===== src/rtl/tone_sweep_ctrl.sv =====
// rtl/tone_sweep_ctrl.sv - two-tone sweep controller
// Steps tone-1 from start to stop every dwell period; tone-2 and amplitudes stay fixed per sweep.
module tone_sweep_ctrl #(
  parameter int DWELL_W = 24,
  parameter int IDX_W   = 8
) (
  input  logic               clk_in,
  input  logic               reset_p,
  input  logic               start,
  input  logic               stop,
  input  logic [15:0]        cfg_fre_start,
  input  logic [15:0]        cfg_fre_stop,
  input  logic [15:0]        cfg_fre_step,
  input  logic [15:0]        cfg_fre2,
  input  logic [2:0]         cfg_amp1,
  input  logic [2:0]         cfg_amp2,
  input  logic [DWELL_W-1:0] cfg_dwell,
  input  logic               cfg_loop,
  output logic [2:0]         amp_cnt1,
  output logic [2:0]         amp_cnt2,
  output logic [15:0]        fre_cnt1,
  output logic [15:0]        fre_cnt2,
  output logic               busy,
  output logic               done,
  output logic               wrap,
  output logic               cfg_err,
  output logic [IDX_W-1:0]   step_idx
);

  typedef enum logic {IDLE, DWELL} state_t;

  state_t             state;
  logic [15:0]        start_q;
  logic [15:0]        stop_q;
  logic [15:0]        step_q;
  logic               loop_q;
  logic [DWELL_W-1:0] dwell_q;
  logic [DWELL_W-1:0] dwell_cnt;
  logic [16:0]        next_fre;
  logic               cfg_bad;

  // Carry out of the 17-bit sum means the next word would wrap, so it counts as past the end.
  assign next_fre = {1'b0, fre_cnt1} + {1'b0, step_q};
  assign cfg_bad  = (cfg_fre_step == 16'd0) || (cfg_fre_start > cfg_fre_stop);

  always_ff @(posedge clk_in) begin
    if (reset_p) begin
      state     <= IDLE;
      start_q   <= '0;
      stop_q    <= '0;
      step_q    <= '0;
      loop_q    <= 1'b0;
      dwell_q   <= '0;
      dwell_cnt <= '0;
      amp_cnt1  <= '0;
      amp_cnt2  <= '0;
      fre_cnt1  <= '0;
      fre_cnt2  <= '0;
      busy      <= 1'b0;
      done      <= 1'b0;
      wrap      <= 1'b0;
      cfg_err   <= 1'b0;
      step_idx  <= '0;
    end else begin
      done    <= 1'b0;
      wrap    <= 1'b0;
      cfg_err <= 1'b0;
      case (state)
        IDLE: begin
          if (start && !stop) begin
            if (cfg_bad) begin
              cfg_err <= 1'b1;
            end else begin
              start_q   <= cfg_fre_start;
              stop_q    <= cfg_fre_stop;
              step_q    <= cfg_fre_step;
              loop_q    <= cfg_loop;
              dwell_q   <= (cfg_dwell == '0) ? DWELL_W'(1) : cfg_dwell;
              dwell_cnt <= '0;
              fre_cnt1  <= cfg_fre_start;
              fre_cnt2  <= cfg_fre2;
              amp_cnt1  <= cfg_amp1;
              amp_cnt2  <= cfg_amp2;
              step_idx  <= '0;
              busy      <= 1'b1;
              state     <= DWELL;
            end
          end
        end
        DWELL: begin
          if (stop) begin
            dwell_cnt <= '0;
            busy      <= 1'b0;
            state     <= IDLE;
          end else if (dwell_cnt == dwell_q - DWELL_W'(1)) begin
            dwell_cnt <= '0;
            if (!next_fre[16] && (next_fre[15:0] <= stop_q)) begin
              fre_cnt1 <= next_fre[15:0];
              if (step_idx != '1) step_idx <= step_idx + IDX_W'(1);
            end else if (loop_q) begin
              fre_cnt1 <= start_q;
              step_idx <= '0;
              wrap     <= 1'b1;
            end else begin
              busy  <= 1'b0;
              done  <= 1'b1;
              state <= IDLE;
            end
          end else begin
            dwell_cnt <= dwell_cnt + DWELL_W'(1);
          end
        end
        default: state <= IDLE;
      endcase
    end
  end

endmodule


===== config.mk =====
export PLATFORM = sky130hd
export DESIGN_NAME = tone_sweep_ctrl
export DESIGN_NICKNAME = d
export VERILOG_FILES = /design/src/rtl/tone_sweep_ctrl.sv
export SDC_FILE = /design/constraint.sdc
export NUM_CORES = 1
export LEC_CHECK = 0
export ABC_AREA = 1
export BUFFER_PORTS_ARGS = -buffer_cell sky130_fd_sc_hd__buf_2
export CORE_UTILIZATION = 55
export CTS_BUF_LIST = sky130_fd_sc_hd__clkbuf_2 sky130_fd_sc_hd__clkbuf_4 sky130_fd_sc_hd__clkbuf_8
export CTS_CLUSTER_SIZE = 40
export DETAILED_ROUTE_END_ITERATION = 12
export GPL_ROUTABILITY_DRIVEN = 0
export PLACE_DENSITY = 0.76
export SETUP_SLACK_MARGIN = 0.2
export SYNTH_ARGS = -nofsm -noshare
export SYNTH_HDL_FRONTEND = slang
export SYNTH_SLANG_ARGS = --single-unit

===== constraint.sdc =====
create_clock -name clk_in -period 3.9 [get_ports clk_in]
set_input_delay 0.585 -clock clk_in [delete_from_list [all_inputs] [get_ports clk_in]]
set_output_delay 0.585 -clock clk_in [all_outputs]
set_load 0.05 [all_outputs]

==> metrics.txt <==
# TYPE chip_impl_metric gauge
chip_impl_metric{name="placeableCoreArea",unit="µm²"} 16500
chip_impl_metric{name="floorplan.die.width",unit="µm"} 132
chip_impl_metric{name="synthToLayoutAreaGrowth",unit="%"} 17.6
chip_impl_metric{name="layout.cell_area.non_filler",unit="µm²"} 10900
chip_impl_info{name="synth_largest_area_cell",value="dfxtp_1"} 1
chip_impl_metric{name="netlist_area",unit="µm²"} 9280
chip_impl_info{name="cell_at_the_root_of_the_clock_tree",value="clkbuf_8"} 1
chip_impl_metric{name="routed_wirelength",unit="µm"} 27500
chip_impl_metric{name="ioPinCount",unit=""} 149
chip_impl_metric{name="reg2reg_slack",unit="ps"} 330
chip_impl_metric{name="ctsLongestPathBuffers",unit=""} 2
chip_impl_metric{name="seq_area_frac_synth",unit="%"} 31.9
chip_impl_metric{name="timing.critical_path.arrival",unit="ps"} 3900
chip_impl_metric{name="post_place_cell_area",unit="µm²"} 10200
chip_impl_metric{name="grt_max_degree",unit=""} 132
chip_impl_info{name="reg2reg_to",value="fre_cnt1[9]"} 1
chip_impl_info{name="worst_path_dominant_cell_family",value="simple AND/OR/NAND/NOR gates"} 1
chip_impl_metric{name="hold_depth",unit=""} 3
chip_impl_metric{name="netlist-cell-type-count",unit=""} 47
chip_impl_metric{name="final.setup_skew",unit="ps"} 17.4
chip_impl_metric{name="tns",unit="ps"} 0
chip_impl_metric{name="fillCellCount",unit=""} 1505
chip_impl_metric{name="first_global_vias",unit=""} 8733
chip_impl_metric{name="leakage",unit="nW"} 5.09
chip_impl_metric{name="critical_path.max_stage_delay",unit="ps"} 340
chip_impl_metric{name="cts.sinks",unit=""} 148
chip_impl_metric{name="worst_skew_pair.late_latency",unit="ps"} 480
chip_impl_metric{name="number_of_register_bits_inferred_by_synthesis",unit=""} 148
chip_impl_metric{name="globalRoute.totalOverflow",unit=""} 0
chip_impl_metric{name="post_route_cells_drive_above_1_share",unit="%"} 18.9
chip_impl_metric{name="worst-path-max-fanout",unit=""} 8
chip_impl_metric{name="number_of_design_rule_violations_left_after_detail_routing",unit=""} 0
chip_impl_info{name="cp_common_cell",value="nand2_2"} 1
chip_impl_metric{name="drv_slew",unit=""} 0
chip_impl_metric{name="final_min_period_over_clock_period",unit="%"} 91.5
chip_impl_metric{name="fin_total_pwr",unit="W"} 0.00451
chip_impl_metric{name="first_pass_iters",unit=""} 5
chip_impl_metric{name="setup_viol",unit=""} 0
chip_impl_info{name="min_path_type",value="input pin to flip-flop"} 1
chip_impl_info{name="layout_common_cells",value="nand2_1 (362), a21oi_1 (151), buf_2 (148), dfxtp_1 (145), inv_1 (136)"} 1
chip_impl_metric{name="critical_path_required",unit="ps"} 4230
chip_impl_metric{name="vias",unit=""} 9568
chip_impl_info{name="path_class",value="flip-flop to flip-flop"} 1
chip_impl_info{name="ys_dominant_reg_cell",value="dfxtp_1"} 1
chip_impl_metric{name="yosys_warnings",unit=""} 0
chip_impl_metric{name="cts-htree-levels",unit=""} 4
chip_impl_metric{name="die_h",unit="µm"} 132
chip_impl_metric{name="max_freq",unit="MHz"} 280
chip_impl_metric{name="number_of_core_rows",unit=""} 47
chip_impl_metric{name="async_reset_ff_share",unit="%"} 0
chip_impl_info{name="cpMaxStageDelayCell",value="dfxtp_2"} 1
chip_impl_metric{name="buffers_inverters_on_critical_path",unit=""} 3
chip_impl_info{name="clock_tree_from_tritoncts",value="built"} 1
chip_impl_metric{name="max-slew-margin-rel",unit="%"} 24.9
chip_impl_info{name="worstHoldEndpoint",value="fre_cnt2[13]"} 1
chip_impl_metric{name="peakVddDrop",unit="mV"} 0.332
chip_impl_metric{name="max-cap-violations",unit=""} 0
chip_impl_info{name="grt_setup_unrepaired",value="false"} 1
chip_impl_metric{name="initialDrtViolationCount",unit=""} 681
chip_impl_metric{name="worst-slew-pin-transition",unit="ps"} 1130
chip_impl_metric{name="wire_per_inst",unit="µm"} 15.7
chip_impl_metric{name="final_antenna_net_count",unit=""} 0
chip_impl_metric{name="clkTransAtPathRegs",unit="ps"} 100
chip_impl_metric{name="detailed_placer_s_ending_hpwl",unit="µm"} 20000
chip_impl_info{name="commonest_non_fill_non_tap_cell_in_the_layout",value="nand2_1"} 1
chip_impl_metric{name="grt_pass1_wl",unit="µm"} 43100
chip_impl_metric{name="post_synth_edffs",unit=""} 0
chip_impl_metric{name="syn_inst",unit=""} 1381
chip_impl_info{name="worst_r2r_startpoint",value="step_q[0]"} 1
chip_impl_metric{name="power.density_cell_area",unit="nW/µm²"} 413
chip_impl_metric{name="cts_inserted_buffers",unit=""} 17
chip_impl_info{name="synthTopCellsByArea",value="dfxtp_1 (32%), nand2_1 (15%), a21oi_1 (8.3%)"} 1
chip_impl_metric{name="post-synth-top-area-fraction",unit="%"} 31.9
chip_impl_info{name="critPathCaptureType",value="flip-flop"} 1
chip_impl_metric{name="grt_antenna_before_repair",unit=""} 2
chip_impl_metric{name="die-area",unit="µm²"} 17400
chip_impl_metric{name="route.detailed.vias_per_inst",unit=""} 5.46
chip_impl_metric{name="rr_worst_depth",unit=""} 22
chip_impl_metric{name="post_synth.cell_area_avg",unit="µm²"} 6.72
chip_impl_info{name="kind_of_launch_point_of_the_worst_setup_path",value="flip-flop"} 1
chip_impl_info{name="worst_path_cell_chain",value="ha_1 -> inv_1 -> fa_2 -> inv_2 -> nand2_2 -> a21oi_4 -> nand3_1 -> nand2_2 -> a31oi_1 -> xnor2_1 -> ha_1 -> nand2_1 -> nor2_1 -> a21oi_1 -> nand2_2 -> nand2_2 -> nand3_4 -> nand3_4 -> nand3_4 -> clkbuf_16 -> nand2_1 -> a21oi_2"} 1
chip_impl_metric{name="synth.net_count",unit=""} 1532
chip_impl_metric{name="timing.final.hold_violations",unit=""} 0
chip_impl_metric{name="design.final.nets",unit=""} 1669
chip_impl_metric{name="grt_usage",unit="%"} 31.1
chip_impl_metric{name="start_util",unit="%"} 56.2
chip_impl_info{name="min_from",value="cfg_fre2[13]"} 1
chip_impl_metric{name="min_period",unit="ps"} 3570
chip_impl_metric{name="quantity_of_i_o_buffers_inserted_on_ports",unit=""} 148
chip_impl_info{name="outcome",value="finished, final reports clean"} 1
==> per-layer routing <==
layer | part of all wire [%] | global-route usage, % | vias up
met1 | 44 | 39.8 | 4361
met2 | 46 | 50.8 | 339
met4 | 3.5 | 12.7 | 2
met5 | 0.058 | 0 | -
met3 | 6.7 | 6.88 | 79
li1 | - | - | 4787
==> what timing repair did <==
item / 4_1_cts / 5_1_grt
cloned: 0 / 3
pin swaps: 1 / 8
hold buffers: 0 / 0
setup endpoints to repair: 24 / 26
resized for setup: 7 / 32
setup buffers: 1 / 5
==> cell type report <==
cell class	instances	area (µm²)	share of cell area, %
Antenna cell	1	2.50	0.0229
Clock buffer	18	248	2.27
Clock inverter	14	201	1.85
Inverter	142	541	4.95
Multi-Input combinational cell	1038	5690	52.1
Sequential cell	148	2970	27.2
Tap cell	220	275	2.52
Timing Repair Buffer	171	997	9.13
==> worst reg2reg max path, stage by stage (launching register included) <==
cell and delay (ps):
dfxtp_2 340, ha_1 150, inv_1 60, fa_2 330, inv_2 60, nand2_2 60
a21oi_4 200, nand3_1 110, nand2_2 130, a31oi_1 110, xnor2_1 250, ha_1 280
nand2_1 90, nor2_1 50, a21oi_1 210, nand2_2 120, nand2_2 100, nand3_4 120
nand3_4 120, nand3_4 170, clkbuf_16 230, nand2_1 80, a21oi_2 60
==> cell usage after synthesis, types with 6 or more instances <==
cell type  number
a21oi_1       154
clkbuf_1       46
a211oi_1        7
o21ai_0        69
xor2_1         34
nand3_1        55
nor2_1        118
nor3_1         33
nand4_1        30
nand3b_1        8
inv_1         137
nor4_1         12
nor2_2         11
nor2_4          6
dfxtp_1       148
xnor2_1        15
ha_1           51
nand2_2        16
a21oi_2        11
nand2_1       368
==> cell families (layout without fill, tap and decap cells) <==
group | Yosys count | count (layout) | share of synthesized area, %
AOI/OAI and AO/OA | 257 | 257 | 14.9
xor gates and xnor gates | 49 | 49 | 4.62
adders and majority gates | 52 | 52 | 7.09
buffers and inverters | 195 | 345 | 8.16
DFF | 148 | 148 | 31.9
other | 0 | 1 | 0
and+or+nand+nor | 680 | 680 | 33.3
==> stage by stage <==
stage | instances | setup WS (ps) | utilization, % | hold WS, ps
final | 1752 | 333 | 66.1 | 334
after global placement | 1710 | 64.3 | 61.8 | 448
after detailed placement | 1710 | -135 | 61.8 | 454
after CTS | 1743 | 174 | 64.8 | 316
after floorplan | 1381 | 274 | - | 435
after global routing | 1752 | 75.6 | 66.1 | 322
==> worst max path at each step <==
| stage | from | end | slack, ps | cells past startpoint |
|---|---|---|---|---|
| 2_1_floorplan | fre_cnt1[0] | fre_cnt1[3] | 270 | 25 |
| 3_3_place_gp | fre_cnt1[0] | fre_cnt1[15] | 60 | 24 |
| 3_5_place_dp | fre_cnt1[0] | fre_cnt1[13] | -140 | 24 |
| 4_1_cts | fre_cnt1[0] | fre_cnt1[15] | 170 | 23 |
| 5_1_grt | fre_cnt1[2] | fre_cnt1[15] | 80 | 20 |
| 6_report | step_q[0] | fre_cnt1[9] | 330 | 22 |
==> state kept, by name, indices dropped and copies added, names as in the netlist <==
| name | flops |
|---|---|
| done | 1 |
| step_idx | 8 |
| state | 1 |
| cfg_err | 1 |
| fre_cnt1 | 16 |
| amp_cnt2 | 3 |
| start_q | 16 |
| wrap | 1 |
| busy | 1 |
| stop_q | 16 |
| dwell_cnt | 24 |
| loop_q | 1 |
| step_q | 16 |
| fre_cnt2 | 16 |
| dwell_q | 24 |
| amp_cnt1 | 3 |
==> power breakdown <==
part	switching, W	total [W]	internal, W	leakage (nW)
Clock	0.000685	0.00137	0.000681	0.228
Combinational	0.000994	0.00149	0.000495	3.66
Sequential	0.0000647	0.00165	0.00159	1.20
Total	0.00174	0.00451	0.00276	5.09
Note: power is estimated with default switching activity, not from simulation.
